==> config.mk <==
export PLATFORM = sky130hd
export DESIGN_NAME = memory_arbiter_flat
export DESIGN_NICKNAME = d
export VERILOG_FILES = /design/src/rtl/memory_arbiter_pkg.sv /design/src/rtl/memory_pins.sv /design/src/rtl/mem_arb_watchdog.sv /design/src/rtl/memory_arbiter.sv /design/src/flat_wrapper.sv
export SDC_FILE = /design/constraint.sdc
export NUM_CORES = 1
export LEC_CHECK = 0
export BUFFER_PORTS_ARGS = -buffer_cell sky130_fd_sc_hd__buf_4
export CORE_MARGIN = 2
export CORE_UTILIZATION = 43
export CTS_BUF_LIST = sky130_fd_sc_hd__clkbuf_8
export DETAILED_ROUTE_END_ITERATION = 8
export PLACE_DENSITY = 0.8
export SLEW_MARGIN = 20
export SYNTH_ARGS = -nofsm -noshare
export SYNTH_HDL_FRONTEND = slang
export SYNTH_SLANG_ARGS = --single-unit
==> constraint.sdc <==
create_clock -name clk -period 1.5 [get_ports clk]
set_input_delay 0.15 -clock clk [delete_from_list [all_inputs] [get_ports clk]]
set_output_delay 0.15 -clock clk [all_outputs]
set_load 0.02 [all_outputs]
==> src/rtl/memory_arbiter_pkg.sv <==
// memory_arbiter_pkg: word type, read_type codes and arbiter FSM/owner enums
// shared by the memory arbiter, its watchdog and the memory_pins interface.
package memory_arbiter_pkg;

    typedef logic [11:0] word_t;

    // read_type codes presented to memory_controller alongside an access
    localparam logic DATA_READ         = 1'b0;
    localparam logic INSTRUCTION_FETCH = 1'b1;

    typedef enum logic [1:0] {
        ARB_IDLE,
        ARB_ISSUE,
        ARB_WAIT,
        ARB_RESPOND
    } arb_state_t;

    typedef enum logic {
        OWNER_FETCH,
        OWNER_DATA
    } arb_owner_t;

endpackage

==> src/rtl/memory_pins.sv <==
// memory_pins: single-access memory bus between the arbiter (master) and
// memory_controller (slave). Enables are one-cycle strobes; mem_finished
// marks the cycle in which read_data is valid.
interface memory_pins;
    import memory_arbiter_pkg::*;

    word_t address;
    word_t write_data;
    word_t read_data;
    logic  read_enable;
    logic  write_enable;
    logic  mem_finished;

    modport master (
        output address, write_data, read_enable, write_enable,
        input  read_data, mem_finished
    );

    modport slave (
        input  address, write_data, read_enable, write_enable,
        output read_data, mem_finished
    );
endinterface

==> src/rtl/mem_arb_watchdog.sv <==
// mem_arb_watchdog: down-counter bounding how long the arbiter waits for
// mem_finished. Loaded on clear, decremented on each counted cycle; expired
// is raised during the TIMEOUT_CYCLES-th counted cycle after the load.
module mem_arb_watchdog #(
    parameter int TIMEOUT_CYCLES = 16
) (
    input  logic clk,
    input  logic rst,
    input  logic clear,
    input  logic count_en,
    output logic expired
);
    localparam int            CW   = $clog2(TIMEOUT_CYCLES) + 1;
    localparam logic [CW-1:0] LOAD = CW'(TIMEOUT_CYCLES - 1);

    logic [CW-1:0] cnt;

    // Reload on clear, count down toward terminal count while enabled
    always_ff @(posedge clk or posedge rst) begin
        if (rst) begin
            cnt <= '0;
        end else if (clear) begin
            cnt <= LOAD;
        end else if (count_en && (cnt != '0)) begin
            cnt <= cnt - 1'b1;
        end
    end

    assign expired = count_en && (cnt == '0);

endmodule

==> src/rtl/memory_arbiter.sv <==
// memory_arbiter: front end of memory_controller. Arbitrates fetch and data
// requests (data has fixed priority), runs one access at a time on the
// memory_pins master port and returns read data to the winning requester.
// Optional build macro MEM_ARB_TIMEOUT_EN adds a watchdog that forces
// completion (rdata=0, sticky timeout_err) after TIMEOUT_CYCLES WAIT cycles.
//
//  state       | meaning
//  ARB_IDLE    | no access; pick data over fetch and latch its request
//  ARB_ISSUE   | one-cycle read or write strobe to the controller
//  ARB_WAIT    | strobes low, hold address; wait for mem_finished
//  ARB_RESPOND | one-cycle done pulse to the owner
module memory_arbiter
    import memory_arbiter_pkg::*;
#(
    parameter int TIMEOUT_CYCLES = 16
) (
    input  logic               clk,
    input  logic               rst,
    input  logic               if_req,
    input  logic [11:0]        if_addr,
    output logic               if_done,
    output logic [11:0]        if_rdata,
    input  logic               dr_req,
    input  logic               dr_we,
    input  logic [11:0]        dr_addr,
    input  logic [11:0]        dr_wdata,
    output logic               dr_done,
    output logic [11:0]        dr_rdata,
    output logic               read_type,
    memory_pins.master         pins,
    output logic               busy,
    output logic               timeout_err
);

    arb_state_t state;
    arb_state_t next_state;
    arb_owner_t owner_q;
    logic       we_q;
    word_t      addr_q;
    word_t      wdata_q;
    logic       wd_expired;

    assign pins.address    = addr_q;
    assign pins.write_data = wdata_q;

`ifdef MEM_ARB_TIMEOUT_EN
    logic wd_clear;
    logic wd_count_en;

    // Counter restarts as the access is issued, so WAIT always begins fresh
    assign wd_clear    = (state == ARB_ISSUE);
    assign wd_count_en = (state == ARB_WAIT) && !pins.mem_finished;

    mem_arb_watchdog #(
        .TIMEOUT_CYCLES (TIMEOUT_CYCLES)
    ) u_watchdog (
        .clk      (clk),
        .rst      (rst),
        .clear    (wd_clear),
        .count_en (wd_count_en),
        .expired  (wd_expired)
    );
`else
    // No watchdog: WAIT exits only on mem_finished; TIMEOUT_CYCLES has no effect.
    assign wd_expired = 1'b0 & (TIMEOUT_CYCLES > 0);
`endif

    // State register
    always_ff @(posedge clk or posedge rst) begin
        if (rst) begin
            state <= ARB_IDLE;
        end else begin
            state <= next_state;
        end
    end

    // Next-state logic
    always_comb begin
        next_state = state;
        case (state)
            ARB_IDLE:    if (dr_req || if_req) next_state = ARB_ISSUE;
            ARB_ISSUE:   next_state = ARB_WAIT;
            ARB_WAIT:    if (pins.mem_finished || wd_expired) next_state = ARB_RESPOND;
            ARB_RESPOND: next_state = ARB_IDLE;
            default:     next_state = ARB_IDLE;
        endcase
    end

    // Strobes, done pulses and busy decoded from state
    always_comb begin
        pins.read_enable  = 1'b0;
        pins.write_enable = 1'b0;
        if_done           = 1'b0;
        dr_done           = 1'b0;
        busy              = (state != ARB_IDLE);
        case (state)
            ARB_ISSUE: begin
                pins.read_enable  = !we_q;
                pins.write_enable = we_q;
            end
            ARB_RESPOND: begin
                if_done = (owner_q == OWNER_FETCH);
                dr_done = (owner_q == OWNER_DATA);
            end
            default: ;
        endcase
    end

    // Request latches, returned read data and sticky timeout flag
    always_ff @(posedge clk or posedge rst) begin
        if (rst) begin
            owner_q     <= OWNER_FETCH;
            we_q        <= 1'b0;
            addr_q      <= '0;
            wdata_q     <= '0;
            read_type   <= DATA_READ;
            if_rdata    <= '0;
            dr_rdata    <= '0;
            timeout_err <= 1'b0;
        end else begin
            case (state)
                ARB_IDLE: begin
                    if (dr_req) begin
                        owner_q   <= OWNER_DATA;
                        we_q      <= dr_we;
                        addr_q    <= dr_addr;
                        wdata_q   <= dr_wdata;
                        read_type <= DATA_READ;
                    end else if (if_req) begin
                        owner_q   <= OWNER_FETCH;
                        we_q      <= 1'b0;
                        addr_q    <= if_addr;
                        read_type <= INSTRUCTION_FETCH;
                    end
                end
                ARB_WAIT: begin
                    if (pins.mem_finished) begin
                        // A write completes without touching the owner's rdata
                        if (!we_q) begin
                            if (owner_q == OWNER_DATA) dr_rdata <= pins.read_data;
                            else                       if_rdata <= pins.read_data;
                        end
                    end else if (wd_expired) begin
                        if (owner_q == OWNER_DATA) dr_rdata <= '0;
                        else                       if_rdata <= '0;
                        timeout_err <= 1'b1;
                    end
                end
                default: ;
            endcase
        end
    end

endmodule

==> src/flat_wrapper.sv <==
// flat-port wrapper written by rule: the top's interface ports become plain ports
module memory_arbiter_flat import memory_arbiter_pkg::*;
#(
    parameter int TIMEOUT_CYCLES = 16
)
  (clk, rst, if_req, if_addr, if_done, if_rdata, dr_req, dr_we, dr_addr, dr_wdata, dr_done, dr_rdata, read_type, busy, timeout_err, pins_address, pins_write_data, pins_read_enable, pins_write_enable, pins_read_data, pins_mem_finished);
  memory_pins pins_i ();
  input  logic clk;
  input  logic rst;
  input  logic if_req;
  input  logic [11:0] if_addr;
  output logic if_done;
  output logic [11:0] if_rdata;
  input  logic dr_req;
  input  logic dr_we;
  input  logic [11:0] dr_addr;
  input  logic [11:0] dr_wdata;
  output logic dr_done;
  output logic [11:0] dr_rdata;
  output logic read_type;
  output logic busy;
  output logic timeout_err;
  output wire logic [$bits(pins_i.address)-1:0] pins_address;
  output wire logic [$bits(pins_i.write_data)-1:0] pins_write_data;
  output wire logic [$bits(pins_i.read_enable)-1:0] pins_read_enable;
  output wire logic [$bits(pins_i.write_enable)-1:0] pins_write_enable;
  input wire logic [$bits(pins_i.read_data)-1:0] pins_read_data;
  input wire logic [$bits(pins_i.mem_finished)-1:0] pins_mem_finished;
  assign pins_address = pins_i.address;
  assign pins_write_data = pins_i.write_data;
  assign pins_read_enable = pins_i.read_enable;
  assign pins_write_enable = pins_i.write_enable;
  assign pins_i.read_data = pins_read_data;
  assign pins_i.mem_finished = pins_mem_finished;
  memory_arbiter #(.TIMEOUT_CYCLES(TIMEOUT_CYCLES)) u_core (.clk(clk), .rst(rst), .if_req(if_req), .if_addr(if_addr), .if_done(if_done), .if_rdata(if_rdata), .dr_req(dr_req), .dr_we(dr_we), .dr_addr(dr_addr), .dr_wdata(dr_wdata), .dr_done(dr_done), .dr_rdata(dr_rdata), .read_type(read_type), .pins(pins_i), .busy(busy), .timeout_err(timeout_err));
endmodule
---- Word-level counts from Yosys, hierarchy flattened ----
Cells that the tools add are included.
storage, ports and cells
  output and inout port bits .............. 55
  bits of input ports ..................... 54
  bits in registers ....................... 53
  logic and storage cells ................. 39
operators by class
  reduce and logical (&&, ||, !) cells .... 10
  multiplexer cells ....................... 14
  bitwise logic cells ..................... 2
  equal/unequal tests ..................... 5
operators by type and width
  operator            count
  $mux 12             2
  $mux 1              9
  $pmux 2 s4          1
  $reduce_and 4->1    2
  $reduce_and 2->1    3
  $eq 2x2->1 const B  2
  $mux 2              2
  $reduce_bool 2->1   2
  $eq 2x1->1 const B  1
  $logic_not 2->1     1
  $ne 2x1->1 const B  1
  $ne 2x2->1 const B  1
  $not 1->1           2
  $logic_not 1->1     1
  $logic_or 1x1->1    1

---- Logic depth before layout (Yosys ltp) ----
Gate-level depths: netlist of the first run.
  word-level depth ........................ 3
  gate-level depth with buffers ........... 7
  gate-level depth less buffers ........... 5

---- Worst setup path before layout of the first run ----
OpenSTA, ideal clock, no wires.
  kind .................................... register to register
  start point ............................. reg u_core.state[0]
  end point ............................... reg u_core.if_rdata[0]
  setup time .............................. 0.125 ns
  stages on the path, launching flop included .. 7
  buffers on the path ..................... 1
  slack ................................... -0.114 ns
  clock period less this slack ............ 1.614 ns
  arrival ................................. 1.489 ns
  data required time ...................... 1.375 ns
  cell sequence ........................... dfrtp_1 inv_1 ha_1 inv_1 nor4b_4 buf_6 mux2_2
on the way
  word-level cells in the longest chain between the ends .. 2
ends and longest elaborated chain
  element                            line                   text
  from (decl)                        memory_arbiter.sv:35   arb_state_t state;
  from (signal assigned)             memory_arbiter.sv:73   state <= next_state;
  $eq 2x2->1                         memory_arbiter.sv:121  case (state)
  $reduce_and 4->1 (no source line)  -
  to (signal assigned)               memory_arbiter.sv:141  else if_rdata <= pins.read_data;
  to (decl)                          memory_arbiter.sv:22   output logic [11:0] if_rdata,
No other way between the ends.
A chain may end at the register's enable or synchronous reset.

---- Worst setup path in the final report of the first run ----
  start point ............................. reg u_core.state[1]
  end point ............................... reg u_core.state[1]
on the way
  word-level cells in the longest chain between the ends .. 3
  elaborated cells on any way between the ends .. 8
  classes of those cells .................. 5 x eq/ne; 1 x mux; 2 x reduce/logical
ends and longest elaborated chain
  element                                                           line                  text
  $eq 2x2->1 / $logic_not 2->1 (equally long branches)              memory_arbiter.sv:80  case (state)
  $ne 2x2->1 (no source line) / $ne 2x1->1 (equally long branches)  -
  $reduce_and 2->1 (no source line)                                 -
Parallel ways exist; a longest one is shown, timed or not.

==> results by stage, run 1 <==
Routing:
- The routed design has 4721 um of wire.
- In the final routed layout, each cell accounts on average for 13.53 um.
- After the first detailed-routing iteration, the DRC count stood at 39.
- After detailed routing, the number of remaining DRC violations is 0.
- After detailed routing, the number of vias per cell comes to 4.713.
- The number of search-and-repair iterations in the first detailed-routing pass is 2.
- The overall via count from detail_route is 1645.
- Once detail routing completed, the nets flagged for antenna violations numbered 0.

Placement:
- At the end of routability-driven placement, the weighted congestion stood at 0.7087.
- The wire-length estimate of the detail-placed layout is 3616 um.
- The placed standard-cell area is 0.003207 sq mm.
- The number of port buffers is 107.
- After detailed placement, the design holds a cell count of 341.

Synthesis:
- The combined area of all synthesized cells is 0.002227 sq mm.
- The number of synthesized register bits is 53.
- Of all flip-flops after synthesis, the portion carrying an async set or reset was 1.000.
- The unique cell type count in the Yosys netlist is 24.
- The synthesized design spends more area on one cell type than any other, namely sky130_fd_sc_hd__dfrtp_1.
- The share of the Yosys chip area taken by registers is 0.5955.
- Synthesis produced 161 cells.
- After synthesis, the cell types taking the most area are sky130_fd_sc_hd__dfrtp_1, sky130_fd_sc_hd__mux2_2, sky130_fd_sc_hd__mux2i_1.
- The count of synthesis-stage warnings from yosys is 0.
- The most frequent cell after synthesis is sky130_fd_sc_hd__dfrtp_1.
- In this run, synthesis inferred 0 flip-flops with an integrated enable.
- The mean area per synthesized cell is 13.83 sq um.
- The commonest cells after synthesis are sky130_fd_sc_hd__dfrtp_1, sky130_fd_sc_hd__mux2_2, sky130_fd_sc_hd__nand2_1.
- The post-synth net total is 219.
- The share of the synthesized area in the top cell type is 0.5955.
- The flip-flop cell with the highest count after synthesis is sky130_fd_sc_hd__dfrtp_1.

STA:
- The final worst-path cycle share is 1.041.
- Setup violations remaining at the end of the flow were counted as 16.
- Clock skew on the completed layout was measured at 0.01256 ns.
- The final-report hold violation count was 0.
- In the post-route analysis, the smallest setup slack over all paths is -0.06169 ns.
- For the pin with the worst max-slew slack, the measured transition is 0.5410 ns.
- Hold is met by 0.08169 ns.
- The final number of max-transition violations is 0.
- Derived from the worst setup path, the maximum achievable clock frequency is 640.3 MHz.
- The final critical path time including I/O delays and setup is 1.562 ns.
- In this run the tightest slew margin relative to its limit is 0.6388.
- Setup repair after global routing could not meet its margin everywhere.

Clock network:
- The clock sink total is 53.
- The clock tree from TritonCTS is yes.
- Clock tree synthesis selected as its root buffer the cell sky130_fd_sc_hd__clkbuf_8.
- The number of buffers created by CTS is 5.
- The insertion delay to the later sink of the worst-skew pair is 0.29 ns.
- The maximum buffer depth of the clock tree is 2.
- In this run the number of H-tree levels came out at 2.
- Clock-pin slew was measured on the worst setup and hold paths at 0.09 ns.

Pwr:
- Of the total power, the clock network draws 0.100.
- Summed over all cells, the static leakage comes to 1.684 nW.
- The maximum vdd drop is 0.001014 V.
- The switching power summed over all nets is 2.695 mW.
- The internal portion of the total power is 4.454 mW.
- For this design the ratio of total power to cell area is 2134 mW/mm^2.
- The switching share of power is 0.3770.
- The share of total power dissipated in sequential elements is 0.362.
- Of the total power, combinational logic draws 0.538.

Run status:
- The flow ran to the end, but the final reports show violations.
- The checks that failed: setup timing.

Critical path:
- The delay contributed by the slowest stage of the critical path is 0.45 ns.
- The sum of buffers and inverters on the critical path is 2.
- The biggest fanout along the worst timing path is 5.
- The critical path in this run is classified as flop to flop.
- The kind of cell with the highest combined delay along the critical path is flip-flops.
- Data arrives at the worst endpoint at 1.75 ns.
- The worst-path cell with the longest stage delay is sky130_fd_sc_hd__dfrtp_2.
- The kind of end point of the critical path is a flop.
- The required arrival time at the worst endpoint is 1.69 ns.
- The critical path goes through inv_1, ha_2, inv_6, o32a_1, mux2_4.
- The type of origin of the critical path is a flop.

Layout:
- Leaving out filler cells and counting taps, the final layout contains 349.
- The total non-filler cell area in the finished layout is 0.003351 sq mm.
- 0 antenna diodes ended up in the layout.
- Fill cells in the final layout number 413.
- The post-synthesis to final-layout area growth is 50.45%.
- The final layout contains 338 nets.
- Of the cells placed in the final design, the portion with a size suffix greater than 1 is 0.6201.

Global route:
- The first global-routing pass estimated 7914 um of wire.
- The maximum number of pins on one net before global-route repair is 30.
- The aggregate global routing overflow is 0.
- The via count of the first global-routing pass is 1694.
- For this run, the total global-route usage over all layers was measured as 0.1716.
- The initial antenna violation count came to 0.

Floorplanning:
- The floorplan step set the die width to 75.97 um.
- The region available for standard cell placement spans 0.005042 sq mm.
- The floorplan die area is 0.005771 sq mm.
- The initial core utilization is 0.4417.
- Row generation in the floorplan step produced 26 rows.
- The number of I/O pins is 109.
- The die height is 75.97 um.

Flow run:
- The max-cap violation count is 0.

Hold path:
- The worst hold-check path type is primary input to flop.
flip-flops by register name, indices dropped and copies added, names as in the netlist:
register,count
u_core.owner_q,1
u_core.pins.write_data,12
u_core.read_type,1
u_core.if_rdata,12
u_core.state,2
u_core.pins.address,12
u_core.we_q,1
u_core.dr_rdata,12
power by group through the flow:
stage | logic [mW] | registers (mW) | clock network [mW]
6_report | 3.85 | 2.59 | 0.716
5_1_grt | 4.13 | 2.69 | 0.809
4_1_cts | 3.86 | 2.59 | 0.747
3_5_place_dp | 3.77 | 2.60 | 0
3_3_place_gp | 3.68 | 2.58 | 0
2_1_floorplan | 1.30 | 3.37 | 0
metrics by stage:
step | setup slack [ns] | TNS [ns] | total power, mW | util
floorplan | -0.08702 | -0.8927 | 4.669 | -
global placement | -0.02146 | -0.2449 | 6.256 | 0.6360
detailed placement | -0.07163 | -1.161 | 6.364 | 0.6360
CTS | -0.09179 | -1.163 | 7.196 | 0.6620
global route | -0.1280 | -2.495 | 7.627 | 0.6645
finish | -0.06169 | -0.6424 | 7.149 | 0.6645
layout make-up:
type                            count  area (sq um)  share of cell area
Clock buffer                        5         68.82             0.02054
Multi-Input combinational cell     94         873.3              0.2606
Tap cell                           70         87.58             0.02614
Inverter                            5         23.77            0.007095
Timing Repair Buffer              121         964.7              0.2879
Sequential cell                    53          1328              0.3962
Clock inverter                      1         5.005            0.001494
layout by cell type (no fill, tap or decap), types with 2 or more instances in the layout:
cell type / synthesis / final
sky130_fd_sc_hd__a21oi_1: 2 / 2
sky130_fd_sc_hd__buf_12: 0 / 4
sky130_fd_sc_hd__buf_4: 4 / 115
sky130_fd_sc_hd__clkbuf_8: 0 / 5
sky130_fd_sc_hd__dfrtp_1: 53 / 52
sky130_fd_sc_hd__ha_1: 4 / 2
sky130_fd_sc_hd__inv_2: 1 / 3
sky130_fd_sc_hd__mux2_2: 36 / 28
sky130_fd_sc_hd__mux2_4: 1 / 9
sky130_fd_sc_hd__mux2i_1: 12 / 12
sky130_fd_sc_hd__nand2_1: 16 / 16
sky130_fd_sc_hd__nor2b_1: 2 / 2
sky130_fd_sc_hd__o21ai_0: 11 / 11
repair_timing:
action / CTS / global route
pin swaps: 0 / 0
resized for setup: 8 / 4
hold buffers: 1 / 0
hold endpoints to repair: 24 / 0
setup buffers: 1 / 0
setup endpoints to repair: 39 / 55
layer usage:
metal | routed length [um] | share of wire | global-route usage
met1 | 1911 | 0.40 | 0.2062
met2 | 2342 | 0.50 | 0.2893
met3 | 451 | 0.096 | 0.07262
met4 | 15 | 0.0032 | 0.03818
met5 | 0 | 0 | 0
worst paths after layout:
| check | from | cells after the start | slack, ns | to |
|---|---|---|---|---|
| worst max-delay path | u_core.state[1] | 5 | -0.06 | u_core.state[1] |
| worst min register to register | u_core.pins.address[11] | 2 | 0.49 | u_core.pins.address[11] |
| worst max register to register | u_core.state[1] | 5 | -0.06 | u_core.state[1] |
| max in group asynchronous | rst | 4 | 0.49 | u_core.pins.write_data[11] |
| min in group asynchronous | rst | 3 | 0.48 | u_core.dr_rdata[5] |
| worst min-delay path | dr_wdata[7] | 2 | 0.08 | u_core.pins.write_data[7] |
logic make-up (layout without fill, tap and decap cells):
group | Yosys count | in the layout | share of synthesized area
simple gates | 22 | 22 | 0.05337
flops | 53 | 53 | 0.5955
other cells | 1 | 1 | 0.001684
compound gates | 18 | 18 | 0.04831
buf+inv | 14 | 132 | 0.03595
mux | 49 | 49 | 0.2427
fa+ha+maj | 4 | 4 | 0.02247
No activity file was read; power rests on OpenSTA's default activity.
==> inputs of run 2 (changes only) <==
SKIP_CTS_REPAIR_TIMING = 1   (was default)
==> run 2 against run 1 <==
Net effect:
- the run still ends with setup timing left
- core utilization up 2.3 points
- clock power is 1% higher
- via count grew 1.9%
- first-iteration DRC count grew 23%
==> results by stage, run 2 (same netlist as run 1, synthesis figures left out) <==
Layout:
- The net count of the finished layout is 342 (was 338).
- The non-filler instance count after layout is 353 (was 349).
- The number of filler cells placed in the layout is 402 (was 413).
- The core utilization of the finished layout came to 0.6878 (was 0.6645).
- The leading cell type in the layout, fill and taps excluded was sky130_fd_sc_hd__buf_4 (unchanged).
- Top library cells by usage in the layout, fill and taps aside: sky130_fd_sc_hd__buf_4, sky130_fd_sc_hd__dfrtp_1, sky130_fd_sc_hd__mux2_4, sky130_fd_sc_hd__nand2_1, sky130_fd_sc_hd__mux2_2 (was sky130_fd_sc_hd__buf_4, sky130_fd_sc_hd__dfrtp_1, sky130_fd_sc_hd__mux2_2, sky130_fd_sc_hd__nand2_1, sky130_fd_sc_hd__mux2i_1).
- The fraction of layout cells with a size suffix above 1 is 0.6290 (was 0.6201).
- The number of antenna cells inserted is 0 (unchanged).
- The area occupied by registers is 0.001328 sq mm (unchanged).
- The area of the multi-input gates is 950.9 sq um (was 873.3 sq um).
- The post-synthesis to final-layout area growth is 55.73% (was 50.45%).
- The total non-filler cell area in the finished layout was 0.003468 sq mm (was 0.003351 sq mm).

Global route:
- The maximum number of pins on one net before global-route repair was 30 (unchanged).
- The global-route wire length before repair came to 7734 um (was 7914 um).
- The all-layer global routing usage is 0.1669 (was 0.1716).
- The aggregate global routing overflow came to 0 (unchanged).
- The via count of the first global-routing pass is 1667 (was 1694).
- The initial antenna violation count is 0 (unchanged).

Clock network:
- The number of H-tree levels came to 2 (unchanged).
- The post-CTS clock slew at the launch and capture registers of the worst setup and hold paths was 0.09 ns (about the same).
- The clock sink total is 53 (unchanged).
- The insertion delay to the later sink of the worst-skew pair is 0.29 ns (about the same).
- The CTS root buffer was sky130_fd_sc_hd__clkbuf_8 (unchanged).
- The clock tree from TritonCTS is yes (unchanged).
- The number of buffers created by CTS is 5 (unchanged).
- The maximum buffer depth of the clock tree is 2 (unchanged).

Routing:
- The per-cell routed wire length is 14.33 um (was 13.53 um).
- The final routed DRC violation total came to 0 (unchanged).
- The number of search-and-repair iterations in the first detailed-routing pass is 4 (was 2).
- The number of nets with antenna violations after routing is 0 (unchanged).
- The via count normalized by instance count came to 4.748 (was 4.713).
- The final wirelength is 5060 um (was 4721 um).
- The first-iteration detailed-routing DRC count came to 48 (was 39).
- The overall via count from detail_route is 1676 (was 1645).

Floorplanning:
- The number of I/O pins is 109 (unchanged).
- The floorplan die area is 0.005771 sq mm (unchanged).
- The total core area is 0.005042 sq mm (unchanged).
- The number of rows in the core area is 26 (unchanged).
- The horizontal extent of the die is 75.97 um (unchanged).
- The die height was 75.97 um (unchanged).
- The initial core utilization is 0.4417 (unchanged).

Critical path:
- The biggest fanout along the worst timing path is 6 (was 5).
- The type of origin of the critical path is a flop (unchanged).
- The data arrival at the endpoint of the critical path is 1.81 ns (was 1.75 ns).
- The launch instance of the worst register-to-register path is u_core.state[0] (was u_core.state[1]).
- The setup slack of the most critical reg-to-reg path came to -0.12 ns (was -0.06 ns).
- The kind of critical path is flop to flop (unchanged).
- The delay contributed by the slowest stage of the critical path came to 0.39 ns (was 0.45 ns).
- The worst-path cell with the longest stage delay is sky130_fd_sc_hd__dfrtp_1 (was sky130_fd_sc_hd__dfrtp_2).
- The endpoint of the most critical register-to-register path is u_core.if_rdata[5] (was u_core.state[1]).
- The kind of end point of the critical path was a flop (unchanged).
- The sum of buffers and inverters on the critical path is 4 (was 2).
- The path depth of the worst reg2reg path is 7 (was 5).
- Cell Chain, Critical Path: inv_2, ha_4, inv_2, nor4b_4, buf_4, clkbuf_16, mux2_4 (was inv_1, ha_2, inv_6, o32a_1, mux2_4).
- The required arrival time at the worst endpoint is 1.68 ns (was 1.69 ns).
- The cell occurring most often along the worst timing path is sky130_fd_sc_hd__inv_2.
- The kind of cell adding the most delay to the critical path is buffers and inverters (was flip-flops).

Hold path:
- The hold-critical path depth is 2 (unchanged).
- The endpoint of the worst hold path is u_core.pins.write_data[7] (unchanged).
- The start point of the worst min-delay path is dr_wdata[7] (unchanged).
- The worst hold-check path type is primary input to flop (unchanged).

Placement:
- The count of placed standard cells including taps is 341 (unchanged).
- The setup slack after placement is -0.07163 ns (unchanged).
- The number of port buffers is 107 (unchanged).
- The final RePlAce weighted congestion is 0.7087 (unchanged).
- The estimated wirelength of the detail-placed design is 3616 um (unchanged).
- The placed standard-cell area is 0.003207 sq mm (unchanged).

Run status:
- Violations in the final reports: setup timing (unchanged).
- Run status: finished with violations (unchanged).

STA:
- The worst-margin pin slew was 0.5470 ns (was 0.5410 ns).
- The final number of max-transition violations is 0 (unchanged).
- The final critical path time including I/O delays and setup is 1.624 ns (was 1.562 ns).
- The final-report hold violation count is 0 (unchanged).
- The total negative slack for setup checks is -1.465 ns (was -0.6424 ns).
- The headroom to the max-slew limit was 0.6348 (was 0.6388).
- The worst setup skew after layout was 0.01118 ns (was 0.01256 ns).
- The highest clock frequency the design can meet came to 615.9 MHz (was 640.3 MHz).
- The worst setup margin was -0.1236 ns (was -0.06169 ns).
- The worst hold slack across all endpoints came to 0.08194 ns (was 0.08169 ns).
- Setup repair after global routing missed its margin: true (unchanged).
- The setup violation total in the final timing report came to 18 (was 16).
- The final worst-path cycle share is 1.082 (was 1.041).

Pwr:
- The leakage power is 1.775 nW (was 1.684 nW).
- The maximum vdd drop was 0.001021 V (was 0.001014 V).
- The power per cell area is 2151 mW/mm^2 (was 2134 mW/mm^2).
- The total power was 7.461 mW (was 7.149 mW).

Flow run:
- The max-cap violation count is 0 (unchanged).
[run 2: report_power, final]
part           internal, mW  switching, mW
combinational          2.20           1.93
sequential             2.16          0.453
clock                 0.308          0.416
[run 2: routing by layer]
layer / GRT usage / share of wire
met1: 0.2014 / 0.41
met2: 0.2786 / 0.49
met3: 0.07262 / 0.091
met4: 0.03818 / 0.0030
met5: 0 / 0
[run 2: worst max-delay path by stage]
stage,from,end,cells after the start
finish,u_core.state[0],u_core.if_rdata[5],7
global route,u_core.state[0],u_core.if_rdata[5],7
CTS,u_core.state[0],u_core.if_rdata[2],6
detailed placement,u_core.state[0],u_core.if_rdata[2],6
global placement,u_core.state[0],u_core.if_rdata[7],6
floorplan,u_core.state[0],u_core.if_rdata[0],6
[run 2: worst register-to-register path: stages (launching register included)]
cell,delay (ns)
sky130_fd_sc_hd__dfrtp_1,0.39
sky130_fd_sc_hd__inv_2,0.08
sky130_fd_sc_hd__ha_4,0.13
sky130_fd_sc_hd__inv_2,0.04
sky130_fd_sc_hd__nor4b_4,0.23
sky130_fd_sc_hd__buf_4,0.18
sky130_fd_sc_hd__clkbuf_16,0.16
sky130_fd_sc_hd__mux2_4,0.30
[run 2: area by class of cell]
| class | instances | share of cell area |
|---|---|---|
| clock buffers | 5 | 0.01984 |
| clock inverters | 1 | 0.001443 |
| inverters | 5 | 0.006854 |
| multi-input cells | 95 | 0.2742 |
| flip-flops and latches | 53 | 0.3828 |
| well taps | 70 | 0.02525 |
| repair buffers | 124 | 0.2897 |
